**src/rtl/mem_arbiter.sv**
```systemverilog
// mem_arbiter: shares one single-port synchronous memory (registered read)
// between an instruction-fetch port (read-only) and a data load/store port.
// Each access runs IDLE -> CMD -> WAIT -> DONE, so the winner sees its ack
// three cycles after its request is sampled in IDLE. Ties are broken
// round-robin against the last granted port. All outputs are registered.
//
// Ports:
//   CLK, reset         clock and synchronous active-high reset
//   if_req/if_addr     fetch request and word address
//   if_ack/if_rdata/if_err   fetch completion pulse, data, out-of-range flag
//   d_req/d_we/d_addr/d_wdata  data request, write enable, address, data
//   d_ack/d_rdata/d_err      data completion pulse, load data, range flag
//   mem_read/mem_write/mem_addr/mem_wdata  memory command side
//   mem_rdata          memory read data (valid the cycle after mem_read)
//   busy               high whenever the sequencer is not idle
module mem_arbiter #(
    parameter int ADDR_W    = 16,
    parameter int DATA_W    = 16,
    parameter int MEM_WORDS = 1024
) (
    input  logic              CLK,
    input  logic              reset,
    input  logic              if_req,
    input  logic [ADDR_W-1:0] if_addr,
    output logic              if_ack,
    output logic [DATA_W-1:0] if_rdata,
    output logic              if_err,
    input  logic              d_req,
    input  logic              d_we,
    input  logic [ADDR_W-1:0] d_addr,
    input  logic [DATA_W-1:0] d_wdata,
    output logic              d_ack,
    output logic [DATA_W-1:0] d_rdata,
    output logic              d_err,
    output logic              mem_read,
    output logic              mem_write,
    output logic [ADDR_W-1:0] mem_addr,
    output logic [DATA_W-1:0] mem_wdata,
    input  logic [DATA_W-1:0] mem_rdata,
    output logic              busy
);

    typedef enum logic [1:0] {S_IDLE, S_CMD, S_WAIT, S_DONE} state_t;

    localparam logic [63:0] MEM_LIMIT = 64'(MEM_WORDS);

    // Unsigned compare over the full address width.
    function automatic logic addr_oob(input logic [ADDR_W-1:0] a);
        return 64'(a) >= MEM_LIMIT;
    endfunction

    state_t            state_q, state_d;
    logic              last_d_q, last_d_d;   // 1: data port had the last grant
    logic              gnt_d_q, gnt_d_d;     // 1: current access belongs to data port
    logic              we_q, we_d;
    logic              err_q, err_d;
    logic              mem_read_q, mem_read_d;
    logic              mem_write_q, mem_write_d;
    logic [ADDR_W-1:0] mem_addr_q, mem_addr_d;
    logic [DATA_W-1:0] mem_wdata_q, mem_wdata_d;
    logic              if_ack_q, if_ack_d;
    logic [DATA_W-1:0] if_rdata_q, if_rdata_d;
    logic              if_err_q, if_err_d;
    logic              d_ack_q, d_ack_d;
    logic [DATA_W-1:0] d_rdata_q, d_rdata_d;
    logic              d_err_q, d_err_d;

    // Arbitration: a lone requester wins; on a tie the port that did not
    // win last time gets the grant.
    logic              pick_d;
    logic [ADDR_W-1:0] sel_addr;
    logic              sel_we;
    logic              sel_oob;
    logic [DATA_W-1:0] wait_rdata;

    assign pick_d     = d_req & (~if_req | ~last_d_q);
    assign sel_addr   = pick_d ? d_addr : if_addr;
    assign sel_we     = pick_d & d_we;
    assign sel_oob    = addr_oob(sel_addr);
    // Writes and rejected addresses return zero instead of stale memory data.
    assign wait_rdata = (err_q | we_q) ? '0 : mem_rdata;

    always_comb begin
        state_d     = state_q;
        last_d_d    = last_d_q;
        gnt_d_d     = gnt_d_q;
        we_d        = we_q;
        err_d       = err_q;
        mem_read_d  = 1'b0;
        mem_write_d = 1'b0;
        mem_addr_d  = mem_addr_q;
        mem_wdata_d = mem_wdata_q;
        if_ack_d    = 1'b0;
        if_rdata_d  = if_rdata_q;
        if_err_d    = if_err_q;
        d_ack_d     = 1'b0;
        d_rdata_d   = d_rdata_q;
        d_err_d     = d_err_q;

        unique case (state_q)
            S_IDLE: begin
                if (if_req | d_req) begin
                    gnt_d_d     = pick_d;
                    last_d_d    = pick_d;
                    we_d        = sel_we;
                    err_d       = sel_oob;
                    mem_addr_d  = sel_addr;
                    mem_wdata_d = pick_d ? d_wdata : '0;
                    // Out-of-range addresses are still presented but never strobed.
                    mem_read_d  = ~sel_oob & ~sel_we;
                    mem_write_d = ~sel_oob & sel_we;
                    state_d     = S_CMD;
                end
            end
            S_CMD: begin
                state_d = S_WAIT;
            end
            S_WAIT: begin
                if (gnt_d_q) begin
                    d_ack_d   = 1'b1;
                    d_rdata_d = wait_rdata;
                    d_err_d   = err_q;
                end else begin
                    if_ack_d   = 1'b1;
                    if_rdata_d = wait_rdata;
                    if_err_d   = err_q;
                end
                state_d = S_DONE;
            end
            S_DONE: begin
                state_d = S_IDLE;
            end
            default: begin
                state_d = S_IDLE;
            end
        endcase
    end

    always_ff @(posedge CLK) begin
        if (reset) begin
            state_q     <= S_IDLE;
            last_d_q    <= 1'b0;
            gnt_d_q     <= 1'b0;
            we_q        <= 1'b0;
            err_q       <= 1'b0;
            mem_read_q  <= 1'b0;
            mem_write_q <= 1'b0;
            mem_addr_q  <= '0;
            mem_wdata_q <= '0;
            if_ack_q    <= 1'b0;
            if_rdata_q  <= '0;
            if_err_q    <= 1'b0;
            d_ack_q     <= 1'b0;
            d_rdata_q   <= '0;
            d_err_q     <= 1'b0;
        end else begin
            state_q     <= state_d;
            last_d_q    <= last_d_d;
            gnt_d_q     <= gnt_d_d;
            we_q        <= we_d;
            err_q       <= err_d;
            mem_read_q  <= mem_read_d;
            mem_write_q <= mem_write_d;
            mem_addr_q  <= mem_addr_d;
            mem_wdata_q <= mem_wdata_d;
            if_ack_q    <= if_ack_d;
            if_rdata_q  <= if_rdata_d;
            if_err_q    <= if_err_d;
            d_ack_q     <= d_ack_d;
            d_rdata_q   <= d_rdata_d;
            d_err_q     <= d_err_d;
        end
    end

    assign if_ack    = if_ack_q;
    assign if_rdata  = if_rdata_q;
    assign if_err    = if_err_q;
    assign d_ack     = d_ack_q;
    assign d_rdata   = d_rdata_q;
    assign d_err     = d_err_q;
    assign mem_read  = mem_read_q;
    assign mem_write = mem_write_q;
    assign mem_addr  = mem_addr_q;
    assign mem_wdata = mem_wdata_q;
    assign busy      = (state_q != S_IDLE);

endmodule

```
**config.mk**
```make
export PLATFORM = sky130hd
export DESIGN_NAME = mem_arbiter
export DESIGN_NICKNAME = d
export VERILOG_FILES = /design/src/rtl/mem_arbiter.sv
export SDC_FILE = /design/constraint.sdc
export NUM_CORES = 1
export LEC_CHECK = 0
export ABC_CLOCK_PERIOD_IN_PS = 3400
export BUFFER_PORTS_ARGS = -buffer_cell sky130_fd_sc_hd__buf_2
export CAP_MARGIN = 0
export CORE_MARGIN = 2
export CORE_UTILIZATION = 48
export DETAILED_ROUTE_END_ITERATION = 6
export HOLD_SLACK_MARGIN = 0.05
export PLACE_DENSITY = 0.85
export SKIP_LAST_GASP = 1
export SYNTH_ARGS = -nofsm -noshare
export SYNTH_HDL_FRONTEND = slang
export SYNTH_SLANG_ARGS = --single-unit
```
**constraint.sdc**
```tcl
create_clock -name CLK -period 3.4 [get_ports CLK]
set_input_delay 0.68 -clock CLK [delete_from_list [all_inputs] [get_ports CLK]]
set_output_delay 0.68 -clock CLK [all_outputs]
set_load 0.01 [all_outputs]
```
# Word-level counts from Yosys, hierarchy flattened
# Index checks and enable logic that the tools add are counted.
dict set report word_totals {
  reg_bits 75
  in_bits 69
  out_inout_bits 71
  elab_cells 47
}
dict set report op_classes {
  order_cmp 1
  n_eq_ne 4
  n_mux 7
  bitwise_logic 14
  n_reduce_logical 7
}
# op n
set op_table {}
lappend op_table {{16-bit two-way mux} 3}
lappend op_table {{16-bit by 11-bit greater-or-equal comparator with 1-bit output, second input constant} 1}
lappend op_table {{2-bit one-hot mux with 4 select lines} 1}
lappend op_table {{1-bit NOT} 7}
lappend op_table {{2-bit AND reduction} 3}
lappend op_table {{1-bit AND} 4}
lappend op_table {{2-bit equality test, second input constant} 2}
lappend op_table {{1-bit OR} 3}
lappend op_table {{3-bit OR reduction} 1}
lappend op_table {{2-bit by 1-bit equality test with 1-bit output, second input constant} 1}
lappend op_table {{2-bit logical NOT} 1}
lappend op_table {{1-bit two-way mux} 2}
lappend op_table {{2-bit two-way mux} 1}
lappend op_table {{2-bit != test, second input constant} 1}
lappend op_table {{2-bit nonzero test} 1}
lappend op_table {{2-bit OR reduction} 1}

# Longest topological paths before layout
# Gate-level depths: netlist of the first run.
dict set report depth {
  word_depth 7
  ltp_mapped 7
  mapped_depth_nobuf 5
}

# Worst setup path after synthesis of the first run
# No wires, ideal clock.
dict set report synth_path {
  path_type {input -> register}
  start {in if_addr[15]}
  end {reg err_q}
  setup_ns 0.117
  arrival_time_ns 1.834
  slack_ns 1.448
  cell_stages 3
  cell_sequence {or4_1 -> or4_1 -> a32o_1}
}
dict set report synth_via {
  elab_chain_cells 2
}
# element line_no
set synth_lines {}
lappend synth_lines {{start: declaration} 24} ;# input logic [ADDR_W-1:0] if_addr,
lappend synth_lines {{16-bit two-way mux} 77} ;# assign sel_addr = pick_d ? d_addr : if_addr;
lappend synth_lines {{16-bit by 11-bit greater-or-equal comparator with 1-bit output} 49} ;# return 64'(a) >= MEM_LIMIT;
lappend synth_lines {{end signal: assignment} 161} ;# err_q <= err_d;
lappend synth_lines {{end: declaration} 56} ;# logic err_q, err_d;
# No other way between the ends.
# A chain may end at the register's enable or synchronous reset.

==> metrics.txt, run 1 <==
status=complete, no violations; HPWL after detailed placement=4737 microns; post-route ant nets=0; fill count=449; Cell Area, Synth=2745 sq um; row count=27; Synth area leaders=dfxtp_1, a21oi_1, mux2i_1, nand3_1, a22o_1; Worst-path clk slew=0.07 ns; die area=6340 sq um; via/cell ratio=5.266; port bufs=139; LEAKAGE=1.745 nW; Root Driver=clkbuf_8; Skew-Pair Late Insertion Delay=0.34 ns; Max-Slew Margin vs Limit=0.1981; slack of the critical path=1.213 ns; Max Clock Skew=0.01273 ns; Ports=140; Yosys top cell area share=0.5469; final routed DRC violation total=0; final hold violations=0; Synth area leader=dfxtp_1; Critical R2R Capture=mem_wdata[7]; R2R cell count=4; final WL=6873 microns; GR Util All Layers=0.2136; Seq/Total Area, Yosys=0.5469; Startpoint Class=input pin; # hold bufs at CTS=0; Layout Utilization=0.6726; GPL Wtd Cong=0.7095; TritonRoute pass-1 iters=4; Seq cells post-synth=75; initial antenna violation count=0; Max FO, Critical Path=40; RSZ-0062 raised after global routing=no; Post-Synthesis Cells=286; TritonCTS clock tree=built; CTS resizes=0; clock sink count=75; worst slack, placed=0.8646 ns; WS Path Type=input pin to flip-flop; Starting Density=0.4985; Setup crit end kind=flip-flop; vias after detailed routing=2596; worst r2r src=gnt_d_q; hold path depth=2; layout cells sized above 1=0.3848; maximum VDD drop=393.3 uV; worst reg2reg setup slack=1.30 ns; hold path start=if_rdata[12]; synth-to-layout area growth=34.91%; Tmin final=2.187 ns; Max Root-Sink Buffers=2; maximum clock frequency=0.4573 GHz; worst slew pin tran=1.200 ns; Fin Setup TNS=0 ns; max_cap viols=0; Reg power frac=0.425; Die Ht=79.63 microns; clock share of power=0.304; top_reg_cell synth=dfxtp_1; Syn Area/Cell=9.598 sq um; cell area power density=707.8 nW/um^2; Initial DRC Count=94; internal power=1.782 mW; maximum number of pins on one net before global-route repair=41; Hold Crit Endpoint=if_rdata[12]; EDFF count, synth=0; yosys warns=0; postcts setup bufs=0; pins over their slew limit=0; # diodes=0; synth unique cells=27; Switch Pwr=839.1 uW; drt wl/cell=13.94 microns; hold crit path type=flip-flop to flip-flop; fin nets=488; sw frac=0.3201; clock buffer count from CTS=9; Data required, critical path=3.68 ns; net count after synthesis=358; combinational power share=0.270; global route total overflow=0; H-tree depth=3; first-pass GRT wire length=10670 microns; number of global-route vias before repair=2365; Die W=79.63 microns; Worst Path Arrival=2.46 ns; Setup-failing EPs final=0; core area=5507 sq um; period utilization=0.6431; Synth async-reset ratio=0
## how the worst max path moves through the flow
stage,startpoint,end
after floorplan,if_addr[15],err_q
after global placement,if_req,mem_wdata[5]
after detailed placement,if_req,mem_wdata[7]
after CTS,if_req,mem_wdata[1]
after global routing,if_req,mem_wdata[1]
final,reset,mem_wdata[7]
## through the flow
step	total power, mW	cell area (sq um)	hold WS (ns)	instances
after floorplan	1.577	2745	0.4504	286
after global placement	1.819	3466	0.4380	477
after detailed placement	1.839	3466	0.4412	477
after CTS	2.629	3704	0.4532	493
after global routing	2.756	3704	0.4765	493
final	2.621	3704	0.4526	493
## worst max-delay path, cell delays in order
cell and delay, ns:
buf_2 0.31, nand2b_1 0.28, nor2b_1 0.93, a22o_1 0.25
## power groups by stage
stage	Clock, mW	Sequential, mW	Combinational (mW)
after floorplan	0	1.18	0.394
after global placement	0	1.13	0.690
after detailed placement	0	1.13	0.710
after CTS	0.803	1.12	0.711
after global routing	0.837	1.13	0.786
final	0.797	1.12	0.709
## layout make-up
| cell class | instances | area [sq um] | share of cell area |
|---|---|---|---|
| clock buffers | 13 | 168.9 | 0.04561 |
| clock inverters | 3 | 68.82 | 0.01858 |
| inverters | 4 | 15.01 | 0.004054 |
| multi-input cells | 184 | 1141 | 0.3081 |
| flip-flops and latches | 75 | 1501 | 0.4054 |
| well taps | 72 | 90.09 | 0.02432 |
| repair buffers | 142 | 718.2 | 0.1939 |
## cells in the mapped netlist (all sizes together), types with 2 or more instances
| library cell | instances |
|---|---|
| a21oi | 36 |
| a22o | 17 |
| buf | 7 |
| clkbuf | 16 |
| dfxtp | 75 |
| ha | 3 |
| inv | 4 |
| mux2i | 17 |
| nand2 | 37 |
| nand2b | 3 |
| nand3 | 33 |
| nor2 | 7 |
| nor2b | 3 |
| o2bb2ai | 16 |
| or4 | 2 |
## logic make-up after synthesis
group	synth area share
buffers and inverters	0.03965
multiplexers	0.06199
AO/OA/AOI/OAI	0.1841
AND/OR/NAND/NOR	0.1536
flip-flops	0.5469
adder cells (fa/ha/maj)	0.01368
## cells in the final DEF, fill, tap and decap left out, types with 2 or more instances in the layout
| cell | count |
|---|---|
| nand2b_1 | 3 |
| a22o_1 | 17 |
| nand2_1 | 37 |
| a21oi_1 | 35 |
| inv_1 | 4 |
| ha_1 | 3 |
| bufinv_16 | 2 |
| buf_2 | 139 |
| nand3_1 | 33 |
| buf_4 | 3 |
| mux2i_1 | 17 |
| dfxtp_1 | 75 |
| nor2b_1 | 3 |
| clkbuf_8 | 12 |
| or4_1 | 2 |
| nor2_1 | 6 |
| o2bb2ai_1 | 16 |
## sequential cells by signal, summed over array words and instances (netlist names)
signal,cells
d_rdata,16
if_rdata,16
mem_addr,16
mem_wdata,16
state_q,2
d_ack,1
d_err,1
err_q,1
gnt_d_q,1
if_ack,1
if_err,1
mem_read,1
mem_write,1
we_q,1
## per-layer routing
metal	vias up	wire length, microns	track usage
met5	-	0	0
met4	0	83	0.07759
met3	8	531	0.04977
met2	113	3285	0.3681
met1	1205	2972	0.2594
li1	1270	-	-
Power figures use the tool's default switching activity.
==> run 2, diff against run 1 <==
--- a/config.mk
+++ b/config.mk
@@ -5,14 +5,14 @@
 export SDC_FILE = /design/constraint.sdc
 export NUM_CORES = 1
 export LEC_CHECK = 0
-export ABC_CLOCK_PERIOD_IN_PS = 3400
+export ABC_CLOCK_PERIOD_IN_PS = 2000
 export BUFFER_PORTS_ARGS = -buffer_cell sky130_fd_sc_hd__buf_2
 export CAP_MARGIN = 0
 export CORE_MARGIN = 2
-export CORE_UTILIZATION = 48
+export CORE_UTILIZATION = 40
 export DETAILED_ROUTE_END_ITERATION = 6
 export HOLD_SLACK_MARGIN = 0.05
-export PLACE_DENSITY = 0.85
+export PLACE_DENSITY = 0.76
 export SKIP_LAST_GASP = 1
 export SYNTH_ARGS = -nofsm -noshare
 export SYNTH_HDL_FRONTEND = slang
==> constraint.sdc (replaced) <==
create_clock -name CLK -period 2 [get_ports CLK]
set_input_delay 0.4 -clock CLK [delete_from_list [all_inputs] [get_ports CLK]]
set_output_delay 0.4 -clock CLK [all_outputs]
set_load 0.01 [all_outputs]
==> run 2 against run 1 <==
Cell count is 3.0% higher. Worst hold slack worse by 0.18 ns. Combinational power is 79% higher. Critical path type is now flip-flop to primary output. Power is 70% higher. Count of clock-buffer cells in the layout is 3 lower. Die area is 19% higher. Sequential power is 69% higher. Wire length is 2.0% higher. Design area is 1.7% higher.
==> metrics.txt, run 2 (synthesis results as in run 1) <==
status=complete, no violations; TritonCTS clock tree=built; drt wl/cell=13.80 microns; most frequent cells in the layout=buf_2, dfxtp_1, nand2_1; clock buffer count from CTS=9; Root Driver=clkbuf_8; post-route ant nets=0; H-tree depth=3; # hold bufs at CTS=0; final hold violations=0; via/cell ratio=5.140; critical-path cell list=inv_1, ha_1, inv_1, buf_2; global route total overflow=0; port bufs=139; footprint of the multi-input gates=1141 sq um; worst slew pin tran=0.4415 ns; core area=6719 sq um; Tmin final=1.595 ns; most common cell after layout, fill and taps aside=buf_2; hold path depth=2; number of global-route vias before repair=2460; postcts setup bufs=0; pins over their slew limit=0; Max FO, Critical Path=4; GR Util All Layers=0.1849; cell area power density=1185 nW/um^2; Startpoint Class=flip-flop; Setup crit end=busy; crit path launch=state_q[1]; RSZ-0062 raised after global routing=no; fin nets=495; worst reg2reg setup slack=0.48 ns; maximum clock frequency=0.6270 GHz; Die Ht=86.84 microns; row count=30; Max-Slew Margin vs Limit=0.7029; most used cell along the critical path=inv_1; first-pass GRT wire length=11070 microns; TritonRoute pass-1 iters=4; maximum VDD drop=436.2 uV; initial antenna violation count=0; worst-path cell with the longest stage delay=dfxtp_1; die area=7541 sq um; Setup crit end kind=primary output; WS Path Type=flip-flop to primary output; Data required, critical path=1.60 ns; Setup-failing EPs final=0; maximum number of pins on one net before global-route repair=39; synth-to-layout area growth=37.19%; final WL=7012 microns; Starting Density=0.4086; HPWL after detailed placement=4958 microns; GPL Wtd Cong=0.7722; CTS resizes=0; vias after detailed routing=2611; clock sink count=75; Worst-path clk slew=0.08 ns; Initial DRC Count=75; layout cells sized above 1=0.3972; Design Power=4.462 mW; R2R cell count=5; final routed DRC violation total=0; Die W=86.84 microns; Critical R2R Capture=state_q[1]; Worst Path Arrival=1.19 ns; Fin Setup TNS=0 ns; Max Clock Skew=0.008510 ns; CP peak stage delay=0.37 ns; worst r2r src=state_q[0]; # diodes=0; hold crit path type=input pin to flip-flop; Skew-Pair Late Insertion Delay=0.34 ns; Max Root-Sink Buffers=2; period utilization=0.7974; LEAKAGE=1.779 nW; fill count=611; max_cap viols=0; FF/Latch Area=1501 sq um; Ports=140
[run 2: cell types whose count changed in the layout (fill, tap and decap cells not counted), sizes merged]
cell    previous run  this run
clkbuf            13        10
inv                4         5
clkinv             1         3
buf              142       149
[run 2: metal layers]
layer  track usage  vias to the layer above  wire length (microns)
li1              -                     1286                      -
met4       0.07813                        0                     48
met5             0                        -                      0
met2        0.3164                      114                   3394
met1        0.2243                     1206                   3056
met3       0.03810                        5                    511
[run 2: cell type report]
class                           count  share of cell area
Sequential cell                    75              0.3987
Multi-Input combinational cell    184              0.3030
Timing Repair Buffer              149              0.2080
Clock buffer                       10             0.03654
Tap cell                           80             0.02658
Clock inverter                      6             0.02326
Inverter                            4            0.003987
[run 2: power by group]
part           switching [mW]  total (mW)  internal (mW)
Sequential              0.145        1.89           1.75
Combinational           0.746        1.27          0.526
Clock                   0.556        1.30          0.739
Total                    1.45        4.46           3.02
[run 2: worst min path at each step]
stage	start	end	slack, ns
finish	d_wdata[9]	mem_wdata[9]	0.27
global route	d_wdata[6]	mem_wdata[6]	0.26
detailed placement	mem_addr[6]	mem_addr[6]	0.44
global placement	if_rdata[5]	if_rdata[5]	0.44
floorplan	we_q	we_q	0.45
CTS	d_wdata[15]	mem_wdata[15]	0.25
[run 2: stage by stage]
stage | setup slack [ns] | std cells | hold slack [ns] | util | cell area, sq um
final | 0.4052 | 508 | 0.2720 | 0.5605 | 3766
after global routing | 0.2994 | 508 | 0.2616 | 0.5605 | 3766
after CTS | 0.3779 | 508 | 0.2512 | 0.5605 | 3766
after detailed placement | 0.1274 | 492 | 0.4431 | 0.5270 | 3541
after global placement | 0.1637 | 492 | 0.4383 | 0.5270 | 3541
after floorplan | 0.3283 | 286 | 0.4504 | - | 2745
[run 2: critical path: cells and delay by family, from the launching register on]
family                   cells  cell delay, ns
buffers and inverters        3            0.26
flip-flops                   1            0.37
adder cells (fa/ha/maj)      1            0.23
